### config.mk
export PLATFORM = sky130hd
export DESIGN_NAME = word_narrow_8
export DESIGN_NICKNAME = d
export VERILOG_FILES = /design/src/rtl/word_narrow_8.sv
export SDC_FILE = /design/constraint.sdc
export NUM_CORES = 1
export LEC_CHECK = 0
export CORE_UTILIZATION = 30
export DETAILED_ROUTE_END_ITERATION = 7
export GPL_TIMING_DRIVEN = 0
export PLACE_DENSITY_LB_ADDON = 0.12
export SETUP_SLACK_MARGIN = 0.05
export SLEW_MARGIN = 20
export SYNTH_ARGS = -nofsm -noshare
export SYNTH_HDL_FRONTEND = slang
export SYNTH_SLANG_ARGS = --single-unit
### constraint.sdc
create_clock -name clk -period 1.7 [get_ports clk]
set_input_delay 0.51 -clock clk [delete_from_list [all_inputs] [get_ports clk]]
set_output_delay 0.51 -clock clk [all_outputs]
set_load 0.02 [all_outputs]
### src/rtl/word_narrow_8.sv
// word_narrow_8
//   Serializes 32-bit words into an 8-bit byte stream. Words are accepted on
//   an in_valid/in_ready handshake and emitted one byte per out_valid/out_ready
//   handshake, LSB first (MSB_FIRST = 0) or MSB first (MSB_FIRST = 1).
//
//   Optional feature, selected by the NARROW_COMPRESS_EN macro:
//     defined   - a word whose bits [31:8] are zero is sent as a single byte
//                 (its bits [7:0]) with out_zx = 1, and zx_count counts them.
//     undefined - every word is sent as 4 bytes; out_zx and zx_count stay 0.
//
// Ports
//   clk        rising-edge clock
//   reset      asynchronous, active-high reset
//   in_valid   in_word is presented
//   in_ready   word is accepted this cycle (combinational)
//   in_word    32-bit word to narrow
//   out_valid  out_byte is presented
//   out_ready  consumer accepts out_byte this cycle
//   out_byte   current byte
//   out_last   current byte is the final byte of its word
//   out_zx     word was sent compressed; consumer zero-extends out_byte
//   zx_count   saturating count of compressed words sent
module word_narrow_8 #(
  parameter int unsigned MSB_FIRST = 0
) (
  input  logic        clk,
  input  logic        reset,
  input  logic        in_valid,
  output logic        in_ready,
  input  logic [31:0] in_word,
  output logic        out_valid,
  input  logic        out_ready,
  output logic [7:0]  out_byte,
  output logic        out_last,
  output logic        out_zx,
  output logic [15:0] zx_count
);

  typedef enum logic {
    IDLE,
    SEND
  } state_t;

  state_t      state, state_n;
  logic [31:0] hold, hold_n;
  logic [1:0]  idx, idx_n;
  logic        zx, zx_n;
  logic [15:0] zx_count_n;
  logic        out_valid_n;
  logic [7:0]  out_byte_n;
  logic        out_last_n;
  logic        out_zx_n;
  logic        xfer;
  logic        accept;
  logic        zx_in;

  // Byte lane for index i; a compressed word always presents bits [7:0].
  function automatic logic [7:0] sel_byte(input logic [31:0] w,
                                          input logic [1:0]  i,
                                          input logic        z);
    logic [1:0] lane;
    lane = (MSB_FIRST != 0) ? ~i : i;
    if (z) return w[7:0];
    return w[{lane, 3'b000} +: 8];
  endfunction

  assign xfer     = out_valid && out_ready;
  assign in_ready = !reset && (state == IDLE || (xfer && out_last));
  assign accept   = in_valid && in_ready;

`ifdef NARROW_COMPRESS_EN
  assign zx_in = (in_word[31:8] == 24'h0);
`else
  assign zx_in = 1'b0;
`endif

  // The output registers are loaded from the next-state values so every
  // output except in_ready comes straight from a flop; a stall leaves the
  // next state equal to the current one, which holds the outputs stable.
  always_comb begin
    state_n    = state;
    hold_n     = hold;
    idx_n      = idx;
    zx_n       = zx;
    zx_count_n = zx_count;

    if (xfer) begin
      if (out_last) begin
        state_n = IDLE;
`ifdef NARROW_COMPRESS_EN
        if (zx && zx_count != '1) zx_count_n = zx_count + 16'd1;
`endif
      end else begin
        idx_n = idx + 2'd1;
      end
    end

    // Acceptance overrides the return to IDLE so back-to-back words flow.
    if (accept) begin
      hold_n  = in_word;
      zx_n    = zx_in;
      idx_n   = '0;
      state_n = SEND;
    end

    out_valid_n = (state_n == SEND);
    out_byte_n  = sel_byte(hold_n, idx_n, zx_n);
    out_last_n  = zx_n || (idx_n == 2'd3);
    out_zx_n    = zx_n;
  end

  always_ff @(posedge clk or posedge reset) begin
    if (reset) begin
      state     <= IDLE;
      hold      <= '0;
      idx       <= '0;
      zx        <= 1'b0;
      zx_count  <= '0;
      out_valid <= 1'b0;
      out_byte  <= '0;
      out_last  <= 1'b0;
      out_zx    <= 1'b0;
    end else begin
      state     <= state_n;
      hold      <= hold_n;
      idx       <= idx_n;
      zx        <= zx_n;
      zx_count  <= zx_count_n;
      out_valid <= out_valid_n;
      out_byte  <= out_byte_n;
      out_last  <= out_last_n;
      out_zx    <= out_zx_n;
    end
  end

endmodule
-- Word-level counts from Yosys, hierarchy flattened
Index checks and enable logic that the tools add are counted.
- bits in latches: 0
- memories kept: 0
- memory bits (writable): 0
- logic and storage cells: 31
- input port bits: 36
- output and inout bits: 28
- ROM bits: 0
- register bits: 45
- mux-type cells: 11
- div/mod/pow operators: 0
- equal/unequal tests: 1
- bitwise operators: 1
- reduce and logical (&&, ||, !) cells: 10
- order comparisons: 0
- shifts and indexed selects: 1
- $mul: 0
- add/sub/neg operators: 1
- operators by type and width (operator ; number):
    $mux 32 ; 1
    $shiftx 32x6->8 ; 1
    $mux 8 ; 2
    $mux 2 ; 3
    $mux 1 ; 5
    $logic_and 1x1->1 ; 4
    $reduce_bool 2->1 ; 2
    $add 2x1->2 const B ; 1
    $eq 2x2->1 const B ; 1
    $logic_or 1x1->1 ; 2
    $reduce_and 2->1 ; 1
    $logic_not 1->1 ; 1
    $not 1->1 ; 1

-- Depth between registers and ports, before layout
Gate-level depths: netlist (run 1).
- depth after elaboration: 8
- gate-level depth with buffers: 8
- gate-level depth less buffers: 5

-- Worst setup path after synthesis (run 1)
OpenSTA, ideal clock, no wires.
- path type: register to register
- start point: register state
- end point: register out_byte[4]
- slack: -0.042 ns
- arrival: 1.608 ns
- stages on the path, launching flop included: 7
- library setup time: 0.134 ns
- data required time: 1.566 ns
- path buffers: 1
- clock period less this slack: 1.742 ns
- path through: dfrtp_1 a21boi_4 or2_1 buf_6 mux2_2 mux2i_1 o211ai_1
- word-level cells in the longest chain between the ends: 8
- elaborated cells on any way between the ends: 14
- those cells by class: shift: 1; mux: 7; bitwise: 1; reduce/logical: 5
- ends and longest elaborated chain (element ; RTL line ; text):
    from (decl) ; 44 ; state_t state, state_n;
    from (signal assigned) ; 124 ; state <= state_n;
    $logic_and 1x1->1 (2 in a row) ; -- ;
    $logic_or 1x1->1 (*) ; 68 ; assign in_ready = !reset && (state == IDLE || (xfer && out_last));
    $logic_and 1x1->1 (*) ; 68 ;
    $logic_and 1x1->1 (*) ; 69 ; assign accept = in_valid && in_ready;
    $mux 32 (*) ; 99 ; if (accept) begin
    named net hold_n[28] ; 45 ; logic [31:0] hold, hold_n;
    $shiftx 32x6->8 (*) ; 64 ; return w[{lane, 3'b000} +: 8];
    $mux 8 (*) ; 64 ;
    named net out_byte_n[4] ; 50 ; logic [7:0] out_byte_n;
    to (signal assigned) ; 130 ; out_byte <= out_byte_n;
    to (decl) ; 33 ; output logic [7:0] out_byte,
The timed path passes the listed nets; every way through them passes the cells marked *. The select of a mux whose other input is x is not followed.
A chain may end at the register's enable or synchronous reset.

-- Worst setup path after layout (run 1)
- start point: input port reset
- end point: register out_byte[4]
- word-level cells in the longest chain between the ends: 6
- elaborated cells on any way between the ends: 10
- those cells by class: shift: 1; mux: 6; reduce/logical: 3
- ends and longest elaborated chain (element ; RTL line ; text):
    from (decl) ; 27 ; input logic reset,
    $logic_not 1->1 (no source line) ; -- ;
    $logic_and 1x1->1 ; 68 ;
    $logic_and 1x1->1 ; 69 ;
    $mux 32 ; 99 ;
    named net hold_n[28] ; 45 ;
    $shiftx 32x6->8 ; 64 ;
    $mux 8 ; 64 ;
    named net out_byte_n[4] ; 50 ;
The timed path passes the listed nets, and every way through them passes these cells. The select of a mux whose other input is x is not followed.

==> results of run 1 <==
==> registers in the layout (all words and copies together), names as in the netlist <==
| signal | cells |
|---|---|
| hold | 32 |
| out_byte | 8 |
| idx | 2 |
| zx | 1 |
| out_last | 1 |
| state | 1 |
==> layer usage <==
layer	global-route usage, %	routed length [µm]
met3	3.358	303
met4	4.839	95
met2	24.06	2597
met5	0	0
met1	21.43	2632
==> timing repair <==
action	4_1_cts	5_1_grt
resized for setup	44	14
endpoints found under the setup margin	50	30
gates cloned	2	0
setup buffers	4	3
pin swaps	4	3
==> how the worst min path moves through the flow <==
stage,to,slack [ps],cells after the start
finish,out_byte[6],310,2
global route,idx[0],350,2
CTS,out_byte[6],320,2
detailed placement,hold[15],460,2
global placement,hold[8],460,2
floorplan,hold[11],440,2
==> kinds of logic (layout without fill, tap and decap cells) <==
| family | count (synthesis) | in the layout | share of synthesized area (%) |
|---|---|---|---|
| AO/OA/AOI/OAI | 36 | 36 | 10.83 |
| XOR/XNOR | 1 | 1 | 0.3907 |
| buffers and inverters | 31 | 96 | 9.207 |
| flip-flops | 45 | 45 | 50.22 |
| multiplexers | 16 | 16 | 8.761 |
| other | 1 | 16 | 0.1673 |
| AND/OR/NAND/NOR | 100 | 100 | 20.43 |
==> area by class of cell <==
type / count / area share, %
Inverter: 4 / 0.4626
Multi-Input combinational cell: 169 / 32.04
Buffer: 27 / 6.939
Sequential cell: 45 / 34.77
Tap cell: 99 / 3.817
Clock inverter: 3 / 2.005
Clock buffer: 5 / 2.120
Timing Repair Buffer: 57 / 17.85
==> worst reg2reg max path: stages (launching register included) <==
cell      delay, ps
dfrtp_2         440
a21boi_4        150
buf_6           120
or2_4           240
buf_6           140
mux2_2          280
mux2i_1         190
o211ai_1        130
==> through the flow <==
| stage | instance area, µm² | setup WS, ps |
|---|---|---|
| 2_1_floorplan | 2300 | -36.16 |
| 3_3_place_gp | 2894 | -1065 |
| 3_5_place_dp | 2914 | -951.7 |
| 4_1_cts | 3169 | -138.8 |
| 5_1_grt | 3246 | -157.9 |
| 6_report | 3246 | -131.0 |
==> layout by cell type (no fill, tap or decap), drive strengths merged <==
cell type | Yosys | routed
inv | 4 | 4
dfrtp | 45 | 45
dlygate4sd2 | 0 | 12
bufbuf | 0 | 1
mux2i | 8 | 8
a21o | 1 | 1
nand3b | 2 | 2
o31ai | 1 | 1
clkdlybuf4s15 | 0 | 2
and3 | 1 | 1
nand3 | 9 | 9
mux2 | 8 | 8
clkinv | 0 | 1
bufinv | 0 | 2
clkbuf | 3 | 8
and2 | 6 | 6
or2 | 1 | 1
nor2 | 3 | 3
nor3 | 9 | 9
nor2b | 1 | 1
conb | 1 | 16
a211oi | 6 | 6
nand4b | 1 | 1
nand2b | 2 | 2
nand2 | 63 | 63
o31a | 1 | 1
clkdlybuf4s50 | 0 | 32
a21boi | 6 | 6
or2b | 1 | 1
o21ai | 16 | 16
xor2 | 1 | 1
o211ai | 5 | 5
buf | 24 | 34
or3 | 1 | 1
==> report_power, final <==
group / total (mW) / internal (mW) / switching [mW]
Combinational: 2.42 / 1.17 / 1.26
Sequential: 1.85 / 1.59 / 0.257
Clock: 0.953 / 0.584 / 0.369
Total: 5.23 / 3.34 / 1.89
==> flow_summary_export.csv, run 1 <==
group,metric,value,unit
setup_path,critical_path.endpoint,"out_byte[4]",
setup_path,cp_slowest_cell,"mux2_2",
placement,dp.cells,392,
clock_tree,clkLatencyLatePin,300,ps
sta,setup_viol,9,
setup_path,crit_buf_inv,3,
pwr,ir_worst_vdd,0.0004116,V
setup_path,ff2ff_setup_slack,-120,ps
pwr,power_density,1610,nW/µm²
yosys,yosysWarningCount,0,
finish,multi_input_area,1040,µm²
finish,fin_cells,409,
yosys,syn_inst,230,
yosys,avgSynthCellArea,9.748,µm²
min_path,hold_class,"in2async",
setup_path,reg2reg_to,"out_byte[4]",
routing,remaining_drc_errors,0,
global_routing,grt_overflow,0,
setup_path,crit_start,"reset",
placement,gp_congestion,0.7722,
finish,area_growth,44.75,%
setup_path,path_max_fanout,10,
placement,portBuffers,47,
die,dieArea,7823,µm²
setup_path,critPathRequiredTime,1860,ps
die,fp.dieH,88.45,µm
sta,slew_headroom,65.14,%
routing,vias,1807,
setup_path,cp_cell_sequence,"clkdlybuf4s15_2 > nand2b_4 > buf_6 > or2_4 > buf_6 > mux2_2 > mux2i_1 > o211ai_1",
clock_tree,cts.htree.levels,2,
sta,layout_min_cycle_time,1831,ps
yosys,synth-edff-count,0,
routing,wire_per_inst,13.76,µm
die,initial_core_util,30.91,%
sta,fmax,546.2,MHz
routing,routed_via_density,4.418,
setup_path,cpMostUsedCell,"buf_6",
clock_tree,cts-root-buf,"clkbuf_8",
pwr,power,5.227,mW
clock_tree,cts_buffers,5,
sta,setup_tns,-803.5,ps
yosys,synth-main-ff-cell,"dfrtp_1",
setup_path,start_kind,"primary input",
yosys,synth_common_cells,"nand2_1, dfrtp_1, buf_4, o21ai_0",
yosys,postSynth.asyncResetShare,100.0,%
routing,drt_iter0_drc,119,
finish,nFillCells,711,
yosys,ys_seq_elements,45,
clock_tree,ctsHoldBuffers,0,
yosys,synth.top_cell.area_share,50.22,%
yosys,syn_area,2242,µm²
finish,antenna_cells,0,
global_routing,grt_pass1_wl,8.769,mm
clock_tree,cts_tree,"done",
yosys,synth_most_common_cell,"nand2_1",
sta,period_share,107.7,%
setup_path,crit_path_end_kind,"register",
run,maxCapViolCount,0,
finish,nets,345,
yosys,yosys.area.top_type,"dfrtp_1",
setup_path,reg2reg_from,"state",
status,violations,"setup timing",
die,core_area,7253,µm²
sta,fin_ws,-131.0,ps
setup_path,crit_family,"buffers and inverters",
sta,tightestPinTransition,522.9,ps
status,outcome,"finished, violations left",
global_routing,track_usage,15.44,%
sta,grt_setup_unrepaired,"yes",
yosys,ys_seq_area_share,50.22,%
global_routing,first_global_vias,1675,
finish,seq_area,1129,µm²
sta,hold_viol,0,
yosys,synth_cell_types,36,
setup_path,worstPathArrival,1990,ps
global_routing,grt_max_degree,28,
routing,routed_wl,5.627,mm
setup_path,cp.depth,8,
routing,ant_nets,0,
sta,hold_slack,310.7,ps
die,row_count,31,
die,dieWidth,88.45,µm
sta,maxSlewViolCount,0,
global_routing,antenna_found_initial,0,
clock_tree,cts_sinks,45,
pwr,p_leak,1.556,nW
placement,dpl.hpwl,3.832,mm
setup_path,slowest_delay,280,ps
clock_tree,clockBufferDepth,2,
routing,drt_pre_antenna_iters,4,
sta,fin_worst_skew,14.14,ps
setup_path,reg2regPathDepth,7,
yosys,synth_area_leaders,"dfrtp_1, nand2_1, buf_4",
die,io_pins,64,
setup_path,critPathKind,"in2reg",
finish,drive_above_1_share,23.55,%
clock_tree,clk_pin_slew,80,ps
finish,post-route-util,44.75,%
Note: power is estimated with default switching activity, not from simulation.
==> run 2: changes to the inputs <==
--- a/config.mk
+++ b/config.mk
@@ -6,6 +6,7 @@
 export NUM_CORES = 1
 export LEC_CHECK = 0
 export CORE_UTILIZATION = 30
+export CTS_BUF_LIST = sky130_fd_sc_hd__clkbuf_2 sky130_fd_sc_hd__clkbuf_4 sky130_fd_sc_hd__clkbuf_8
 export DETAILED_ROUTE_END_ITERATION = 7
 export GPL_TIMING_DRIVEN = 0
 export PLACE_DENSITY_LB_ADDON = 0.12
==> results of run 2 <==
Final layout, timing and power as in run 1 (identical DEF).
==> run 3: changes to the inputs <==
--- a/config.mk
+++ b/config.mk
@@ -5,7 +5,7 @@
 export SDC_FILE = /design/constraint.sdc
 export NUM_CORES = 1
 export LEC_CHECK = 0
-export CORE_UTILIZATION = 30
+export CORE_UTILIZATION = 50
 export CTS_BUF_LIST = sky130_fd_sc_hd__clkbuf_2 sky130_fd_sc_hd__clkbuf_4 sky130_fd_sc_hd__clkbuf_8
 export DETAILED_ROUTE_END_ITERATION = 7
 export GPL_TIMING_DRIVEN = 0
==> constraint.sdc (replaced) <==
create_clock -name clk -period 2.31 [get_ports clk]
set_input_delay 0.693 -clock clk [delete_from_list [all_inputs] [get_ports clk]]
set_output_delay 0.693 -clock clk [all_outputs]
set_load 0.02 [all_outputs]
==> run 3 against run 2 <==
- the run now ends clean
- cell count down 13%
- via count up 1.1%
- sequential share of layout area up 2.6 points
- worst setup slack better by 270 ps
- sequential cell count unchanged
- largest power group unchanged
- die area down 39%
- power down 32%
- register-to-register slack better by 460 ps
- critical endpoint unchanged
==> flow_summary_export.csv, run 3 (same netlist as run 1, synthesis figures left out) <==
group,metric,value,unit
finish,drive_above_1_share,17.43,%
global_routing,first_global_vias,1746,
clock_tree,cts-root-buf,"clkbuf_8",
finish,final_area,3013,µm²
routing,ant_nets,0,
placement,gp_congestion,0.9143,
global_routing,grt_overflow,0,
placement,dpl.hpwl,3.541,mm
global_routing,grt_max_degree,25,
die,fp.dieH,68.97,µm
clock_tree,clk_pin_slew,80,ps
placement,dp.cells,343,
setup_path,worstPathArrival,2320,ps
finish,area_growth,34.38,%
finish,post-route-util,72.71,%
global_routing,antenna_found_initial,0,
routing,remaining_drc_errors,0,
die,dieWidth,68.97,µm
sta,maxSlewViolCount,0,
clock_tree,clkLatencyLatePin,300,ps
finish,nFillCells,326,
finish,layout_common_cells,"nand2_1, dfrtp_1, clkdlybuf4s50_1, buf_4",
sta,slew_headroom,57.61,%
sta,fmax,461.5,MHz
finish,largest_reg_flops,32,
die,io_pins,64,
routing,drt_iter0_drc,139,
run,maxCapViolCount,0,
setup_path,reg2reg_to,"out_byte[4]",
sta,grt_setup_unrepaired,"no",
sta,hold_viol,0,
setup_path,reg2regPathDepth,7,
finish,fin_cells,354,
setup_path,reg2reg_from,"state",
setup_path,path_max_fanout,8,
routing,drt_pre_antenna_iters,4,
finish,final_common_cell,"nand2_1",
sta,fin_ws,143.3,ps
sta,setup_tns,0,ps
sta,fin_worst_skew,3.616,ps
setup_path,critPathRequiredTime,2470,ps
clock_tree,ctsHoldBuffers,0,
sta,tightestPinTransition,632.1,ps
sta,hold_slack,481.7,ps
min_path,hold_class,"reg2reg",
clock_tree,cts.htree.levels,2,
clock_tree,clockBufferDepth,2,
clock_tree,cts_buffers,5,
setup_path,start_kind,"primary input",
status,outcome,"finished, final reports clean",
pwr,p_leak,1.471,nW
sta,setup_viol,0,
die,core_area,4144,µm²
clock_tree,cts_sinks,45,
sta,layout_min_cycle_time,2167,ps
finish,nets,339,
die,row_count,23,
clock_tree,cts_tree,"done",
pwr,ir_worst_vdd,0.0005945,V
placement,dpl_worst_slack,-455.3,ps
setup_path,ff2ff_setup_slack,340,ps
global_routing,grt_pass1_wl,7.955,mm
sta,period_share,93.80,%
min_path,min_to,"hold[14]",
pwr,power_density,1183,nW/µm²
routing,vias,1827,
placement,portBuffers,47,
setup_path,critPathKind,"in2reg",
routing,routed_wl,4.974,mm
finish,antenna_cells,0,
setup_path,crit_path_end_kind,"register",
finish,top_register,"hold",
die,initial_core_util,54.11,%
finish,reg.largest.list,"hold x32, out_byte x8, idx x2",
routing,routed_via_density,5.161,
placement,placed_area,2859,µm²
pwr,power,3.563,mW
die,dieArea,4756,µm²
routing,wire_per_inst,14.05,µm
min_path,worst_hold_startpoint,"hold[14]",
min_path,hold_depth,2,
global_routing,track_usage,24.01,%
==> run 3: cell count changes in the layout (fill, tap and decap cells not counted), moves of 3 or more <==
cell,previous run,this run
clkdlybuf4s50_1,32,43
dlygate4sd2_1,12,2
buf_2,0,3
buf_4,22,19
mux2i_1,3,8
mux2i_2,3,0
buf_6,9,3
==> run 3: routing by layer <==
metal	vias up	GRT usage [%]	wire [µm]
met3	14	4.276	276
met5	-	0	0
met2	74	39.68	2451
met1	850	30.01	2116
met4	0	11.99	129
li1	889	-	-
==> run 3: layout make-up <==
cell class	instances	area [µm²]	area share, %
Clock inverter	1	30.03	0.9967
Tap cell	50	62.56	2.076
Buffer	27	193.9	6.437
Clock buffer	7	90.09	2.990
Inverter	4	15.01	0.4983
Sequential cell	45	1126	37.38
Timing Repair Buffer	51	521.8	17.32
Multi-Input combinational cell	169	973.4	32.31
==> run 3: what timing repair did <==
action,in CTS,in global routing
setup endpoints to repair,12,22
gates resized for setup,7,6
pin swaps,3,0
setup buffers,2,0
endpoints found under the hold margin,0,0
gates cloned,1,0
==> run 3: worst max path at each step <==
stage | from | slack [ps] | endpoint | cells after the start
after detailed placement | out_ready | -460 | in_ready | 4
after floorplan | reset | 390 | out_byte[0] | 7
after CTS | in_valid | 60 | out_byte[4] | 8
final | out_ready | 140 | out_byte[4] | 8
after global placement | out_ready | -450 | in_ready | 4
after global routing | out_ready | 120 | out_byte[4] | 8
==> run 3: power breakdown <==
group	switching (mW)	internal (mW)
registers	0.183	1.17
logic	0.843	0.746
clock network	0.257	0.364
total	1.28	2.28
==> run 3: critical path, cell delays in order <==
cell	delay (ps)
dlygate4sd2_1	290
a21boi_4	180
buf_4	170
or2_4	140
buf_6	130
mux2_2	340
mux2i_1	190
o211ai_1	170
